## src/rtl/tone_dac_driver.sv

```systemverilog
// tone_dac_driver
//   Turns the left/right tone frequencies from the music tables into two
//   phase-continuous square waves, scales them by a volume level, and
//   serialises the 16-bit stereo samples onto the four-wire audio DAC pins.
//
// Ports
//   clk         system clock, CLK_FREQ Hz
//   rst_n       asynchronous active-low reset
//   toneL/R     per-channel tone frequency in Hz (out-of-range = silent)
//   volume      amplitude level 0..7, 0 = silent
//   mute        forces both samples to zero
//   audio_mclk  DAC master clock, clk/4
//   audio_lrck  DAC word select, clk/512 (0 = left, 1 = right)
//   audio_sck   DAC bit clock, clk/8
//   audio_sdin  DAC serial data, MSB first, changes on sck falling edges

// One square-wave channel plus its signed sample.
//   clk, rst_n  clock / async reset
//   tone        frequency in Hz
//   volume      amplitude level
//   mute        forces the sample to zero
//   sample      signed 16-bit sample for this channel
module tone_dac_channel #(
  parameter int unsigned CLK_FREQ  = 100000000,
  parameter int unsigned MIN_TONE  = 20,
  parameter int unsigned MAX_TONE  = 20000,
  parameter int unsigned AMP_SHIFT = 12
) (
  input  logic        clk,
  input  logic        rst_n,
  input  logic [31:0] tone,
  input  logic [2:0]  volume,
  input  logic        mute,
  output logic [15:0] sample
);

  logic        valid;
  logic [31:0] acc;
  logic        sq;
  logic [32:0] acc_sum;
  logic        wrap;
  logic [15:0] amp;
  logic [15:0] amp_neg;

  assign valid = (tone >= MIN_TONE) && (tone <= MAX_TONE);

  // Adding 2*tone per clk and wrapping at CLK_FREQ gives two wraps (one
  // full square period) per 1/tone seconds. The extra bit keeps the sum
  // exact before the compare.
  assign acc_sum = {1'b0, acc} + {tone, 1'b0};
  assign wrap    = (acc_sum >= 33'(CLK_FREQ));

  always_ff @(posedge clk or negedge rst_n) begin
    if (!rst_n) begin
      acc <= 32'd0;
      sq  <= 1'b0;
    end else if (!valid) begin
      acc <= 32'd0;
      sq  <= 1'b0;
    end else if (wrap) begin
      acc <= 32'(acc_sum - 33'(CLK_FREQ));
      sq  <= ~sq;
    end else begin
      acc <= acc_sum[31:0];
    end
  end

  assign amp     = 16'(volume) << AMP_SHIFT;
  assign amp_neg = 16'd0 - amp;

  always_comb begin
    sample = 16'd0;
    if (!mute && valid && (volume != 3'd0)) begin
      sample = sq ? amp : amp_neg;
    end
  end

endmodule

module tone_dac_driver #(
  parameter int unsigned CLK_FREQ  = 100000000,
  parameter int unsigned MIN_TONE  = 20,
  parameter int unsigned MAX_TONE  = 20000,
  parameter int unsigned AMP_SHIFT = 12
) (
  input  logic        clk,
  input  logic        rst_n,
  input  logic [31:0] toneL,
  input  logic [31:0] toneR,
  input  logic [2:0]  volume,
  input  logic        mute,
  output logic        audio_mclk,
  output logic        audio_lrck,
  output logic        audio_sck,
  output logic        audio_sdin
);

  logic [15:0] sample_l;
  logic [15:0] sample_r;
  logic [8:0]  ctr;
  logic [8:0]  ctr_nxt;
  logic        frame_boundary;
  logic [31:0] frame;
  logic [31:0] frame_src;
  logic [15:0] half_word;
  logic [3:0]  bit_idx;
  logic        sdin_nxt;

  tone_dac_channel #(
    .CLK_FREQ (CLK_FREQ),
    .MIN_TONE (MIN_TONE),
    .MAX_TONE (MAX_TONE),
    .AMP_SHIFT(AMP_SHIFT)
  ) u_chan_l (
    .clk   (clk),
    .rst_n (rst_n),
    .tone  (toneL),
    .volume(volume),
    .mute  (mute),
    .sample(sample_l)
  );

  tone_dac_channel #(
    .CLK_FREQ (CLK_FREQ),
    .MIN_TONE (MIN_TONE),
    .MAX_TONE (MAX_TONE),
    .AMP_SHIFT(AMP_SHIFT)
  ) u_chan_r (
    .clk   (clk),
    .rst_n (rst_n),
    .tone  (toneR),
    .volume(volume),
    .mute  (mute),
    .sample(sample_r)
  );

  assign ctr_nxt        = ctr + 9'd1;
  assign frame_boundary = (ctr == 9'd511);

  // On the boundary edge the new frame and its first bit load together,
  // so the serialiser looks at the incoming samples rather than the old
  // frame register.
  assign frame_src = frame_boundary ? {sample_l, sample_r} : frame;

  // Bit for the slot that begins after this edge: ctr[8] picks the half,
  // ctr[7] set means the padding part of the half.
  assign half_word = ctr_nxt[8] ? frame_src[15:0] : frame_src[31:16];
  assign bit_idx   = 4'd15 - ctr_nxt[6:3];
  assign sdin_nxt  = ctr_nxt[7] ? 1'b0 : half_word[bit_idx];

  always_ff @(posedge clk or negedge rst_n) begin
    if (!rst_n) begin
      ctr        <= 9'd0;
      frame      <= 32'd0;
      audio_mclk <= 1'b0;
      audio_sck  <= 1'b0;
      audio_lrck <= 1'b0;
      audio_sdin <= 1'b0;
    end else begin
      ctr        <= ctr_nxt;
      audio_mclk <= ctr_nxt[1];
      audio_sck  <= ctr_nxt[2];
      audio_lrck <= ctr_nxt[8];
      if (frame_boundary) begin
        frame <= {sample_l, sample_r};
      end
      // sdin only moves as sck falls, keeping it stable while sck is high.
      if (ctr[2:0] == 3'd7) begin
        audio_sdin <= sdin_nxt;
      end
    end
  end

endmodule

```

## config.mk

```make
export PLATFORM = sky130hd
export DESIGN_NAME = tone_dac_driver
export DESIGN_NICKNAME = d
export VERILOG_FILES = /design/src/rtl/tone_dac_driver.sv
export SDC_FILE = /design/constraint.sdc
export NUM_CORES = 1
export LEC_CHECK = 0
export ABC_CLOCK_PERIOD_IN_PS = 6600
export CAP_MARGIN = 20
export CELL_PAD_IN_SITES_DETAIL_PLACEMENT = 2
export CELL_PAD_IN_SITES_GLOBAL_PLACEMENT = 2
export CORE_AREA = 2 2 151 153
export CTS_CLUSTER_DIAMETER = 30
export CTS_CLUSTER_SIZE = 14
export DETAILED_ROUTE_END_ITERATION = 6
export DIE_AREA = 0 0 153 155
export DONT_BUFFER_PORTS = 1
export PLACE_DENSITY_LB_ADDON = 0.1
export SYNTH_ARGS = -nofsm -noshare
export SYNTH_HDL_FRONTEND = slang
export SYNTH_SLANG_ARGS = --single-unit
```

## constraint.sdc

```tcl
create_clock -name clk -period 6.6 [get_ports clk]
set_input_delay 0.99 -clock clk [delete_from_list [all_inputs] [get_ports clk]]
set_output_delay 0.99 -clock clk [all_outputs]
set_load 0.02 [all_outputs]
```

==> impl_metrics.json <==
{
  "status": "completed",
  "grt_overflow": 0,
  "min_period_ns": 5.455,
  "synthSimpleGateAreaFrac": 0.2360,
  "layout-drive-gt1-share": 0.07283,
  "coreArea_sq_mm": 0.02223,
  "fmax_mhz": 183.3,
  "grt_pass1_wl_microns": 50660,
  "max-cap-violations": 0,
  "avgSynthCellArea_sq_um": 8.537,
  "drt_first_pass_iters": 4,
  "synth_top_area_share": 0.2848,
  "grt_pass1_vias": 9394,
  "synthTopCellsByArea": "dfrtp_1 28%, ha_1 9.5%, a21oi_1 6.1%",
  "syn-cell-area_sq_mm": 0.009314,
  "crit_fanout": 17,
  "clk_latency_ns": 0.38,
  "cts_setup_buffers": 0,
  "row_count": 55,
  "synth_edf_count": 0,
  "io_buffers": 0,
  "grt_antenna_before_repair": 0,
  "peakVddDrop_mv": 0.1167,
  "grt_max_degree": 107,
  "synth.distinct_cells": 94,
  "powerDensity_mw_per_mm2": 146.6,
  "gp_congestion": 0.8777,
  "syn_to_final_growth_pct": 5.387,
  "drc_errors": 0,
  "cts_tree": "built",
  "routed_wl_microns": 31100,
  "fin_util": 0.4416,
  "post-route-period-util": 0.8266,
  "cp.arrival_ns": 5.74,
  "final_nets": 1209,
  "dieArea_sq_mm": 0.02372,
  "yosys_warnings": 0,
  "yosysSeqAreaShare": 0.2848,
  "clock_sinks": 106,
  "worst_pin_slew_ns": 1.057,
  "grt.total_usage": 0.2651,
  "yosys-top-cells-count": "113 x a21oi_1, 106 x dfrtp_1, 72 x nand2_1",
  "cts_root_buf": "clkbuf_16",
  "finalSetupTns_ns": 0,
  "cts_htree_levels": 3,
  "synth_area_leader_cell": "dfrtp_1",
  "numCtsBuffers": 9,
  "criticalPathCategory": "in -> reg",
  "vias_per_cell": 6.318,
  "rsz0062_at_grt": "no",
  "r2r_cells": 17,
  "die_h_microns": 155,
  "synthCells": 1091,
  "yosysMostFrequentCell": "a21oi_1",
  "drtIter0Drc": 360,
  "routedWlPerCell_microns": 22.94,
  "max_slew_margin": 0.2926,
  "initial_core_util": 0.4190,
  "crit_path_start_kind": "input pin",
  "setup_viol": 0,
  "p_leak_nw": 4.362,
  "synthMuxAreaShare": 0.03143,
  "die_width_microns": 153,
  "vias": 8567,
  "clk_pin_slew_ns": 0.09,
  "synth-compound-area-share": 0.2567,
  "synth_top_family_by_area": "compound AO/OA/AOI/OAI gates",
  "dp_hpwl_microns": 24000,
  "ctsResizeCount": 0,
  "synth_seq_cells": 106,
  "top_level_ports": 74,
  "synth-xor-area-share": 0.04796,
  "endpoint_kind": "flip-flop",
  "ant_nets": 0,
  "fillCellCount": 2540,
  "cp_data_required_time_ns": 6.88,
  "n_antenna_cell": 0,
  "async_flop_share": 1.000,
  "ctsHoldBuffers": 0,
  "clk_path_buf_depth": 2,
  "slew_viol_final": 0,
  "synth_flop_cell": "dfrtp_1",
  "hold_viol": 0,
  "min_path_type": "in -> async",
  "syn_nets": 1234,
  "synthAdderAreaFrac": 0.09968,
  "skew_ns": 0.01282
}
[final timing paths]
check,start,endpoint,slack [ns]
max,toneR[0],u_chan_r.acc[14]$_DFF_PN0_,1.14
max reg2reg,u_chan_r.acc[1]$_DFF_PN0_,u_chan_r.acc[14]$_DFF_PN0_,1.39
max in group asynchronous,rst_n,u_chan_r.acc[17]$_DFF_PN0_,6.11
min reg2reg,ctr[7]$_DFF_PN0_,ctr[7]$_DFF_PN0_,0.51
min,rst_n,u_chan_l.acc[31]$_DFF_PN0_,0.31
min in group clk,ctr[7]$_DFF_PN0_,ctr[7]$_DFF_PN0_,0.51
[worst max-delay path, cell delays in order]
cell,delay [ns]
ha_1,0.21
fa_1,0.41
a21o_2,0.22
a221o_2,0.41
and4b_2,0.23
a311oi_1,0.51
ha_1,0.23
nor4b_1,0.21
nand3_1,0.10
nor3_1,0.31
nand2_1,0.10
or4_1,0.44
a211o_1,0.32
nand3_1,0.38
buf_4,0.32
nand4_1,0.13
a21oi_1,0.21
[power by group]
part / total [mW] / internal [mW] / leakage, nW / switching [mW]
Sequential: 0.649 / 0.649 / 1.43 / 0.00000108
Clock: 0.593 / 0.276 / 0.152 / 0.316
Combinational: 0.198 / 0.0718 / 2.78 / 0.126
Total: 1.44 / 0.997 / 4.36 / 0.442
[registers in the layout, indices dropped and copies added (netlist names)]
register	flops
audio_lrck	1
audio_sdin	1
ctr	8
frame	32
u_chan_l.acc	31
u_chan_l.sq	1
u_chan_r.acc	31
u_chan_r.sq	1
[logic make-up after synthesis]
kind of cell	Yosys count
adders and majority gates	73
muxes	19
and+or+nand+nor	396
DFF	106
buffers and inverters	87
AOI/OAI and AO/OA	359
xor gates and xnor gates	51
[layer usage]
metal / global-route usage / wire length (microns)
met2: 0.4719 / 15510
met4: 0.06614 / 615
met5: 0 / 0
met3: 0.02368 / 547
met1: 0.3490 / 14420
[area by class of cell]
cell class / count / area, sq um / area share
Clock buffer: 9 / 225.2 / 0.02294
Timing Repair Buffer: 9 / 75.07 / 0.007648
Clock inverter: 7 / 91.34 / 0.009305
Sequential cell: 106 / 2653 / 0.2702
Inverter: 42 / 157.7 / 0.01606
Multi-Input combinational cell: 898 / 6257 / 0.6375
Tap cell: 285 / 356.6 / 0.03633
[through the flow]
stage	instance area, sq um	setup WS (ns)	total power, mW	std cells	hold slack, ns
2_1_floorplan	9314	1.416	0.8116	1091	0.4578
3_3_place_gp	9484	0.7826	0.8479	1339	0.4849
3_5_place_dp	9484	0.7005	0.8559	1339	0.4939
4_1_cts	9801	1.014	1.449	1355	0.2957
5_1_grt	9816	0.7881	1.499	1356	0.2906
6_report	9816	1.145	1.439	1356	0.3052
[cell usage in the layout, fill, tap and decap left out, drive strengths merged, types with 26 or more instances in the layout]
cell	synthesis	final
nand4	27	27
dfrtp	106	106
nand2	72	72
xnor2	34	34
o21ai	63	63
inv	42	46
nor2b	33	33
a21o	35	35
a21oi	114	114
nor2	67	67
nand3	36	36
ha	71	71
or3	26	26
Power figures use the tool's default switching activity.
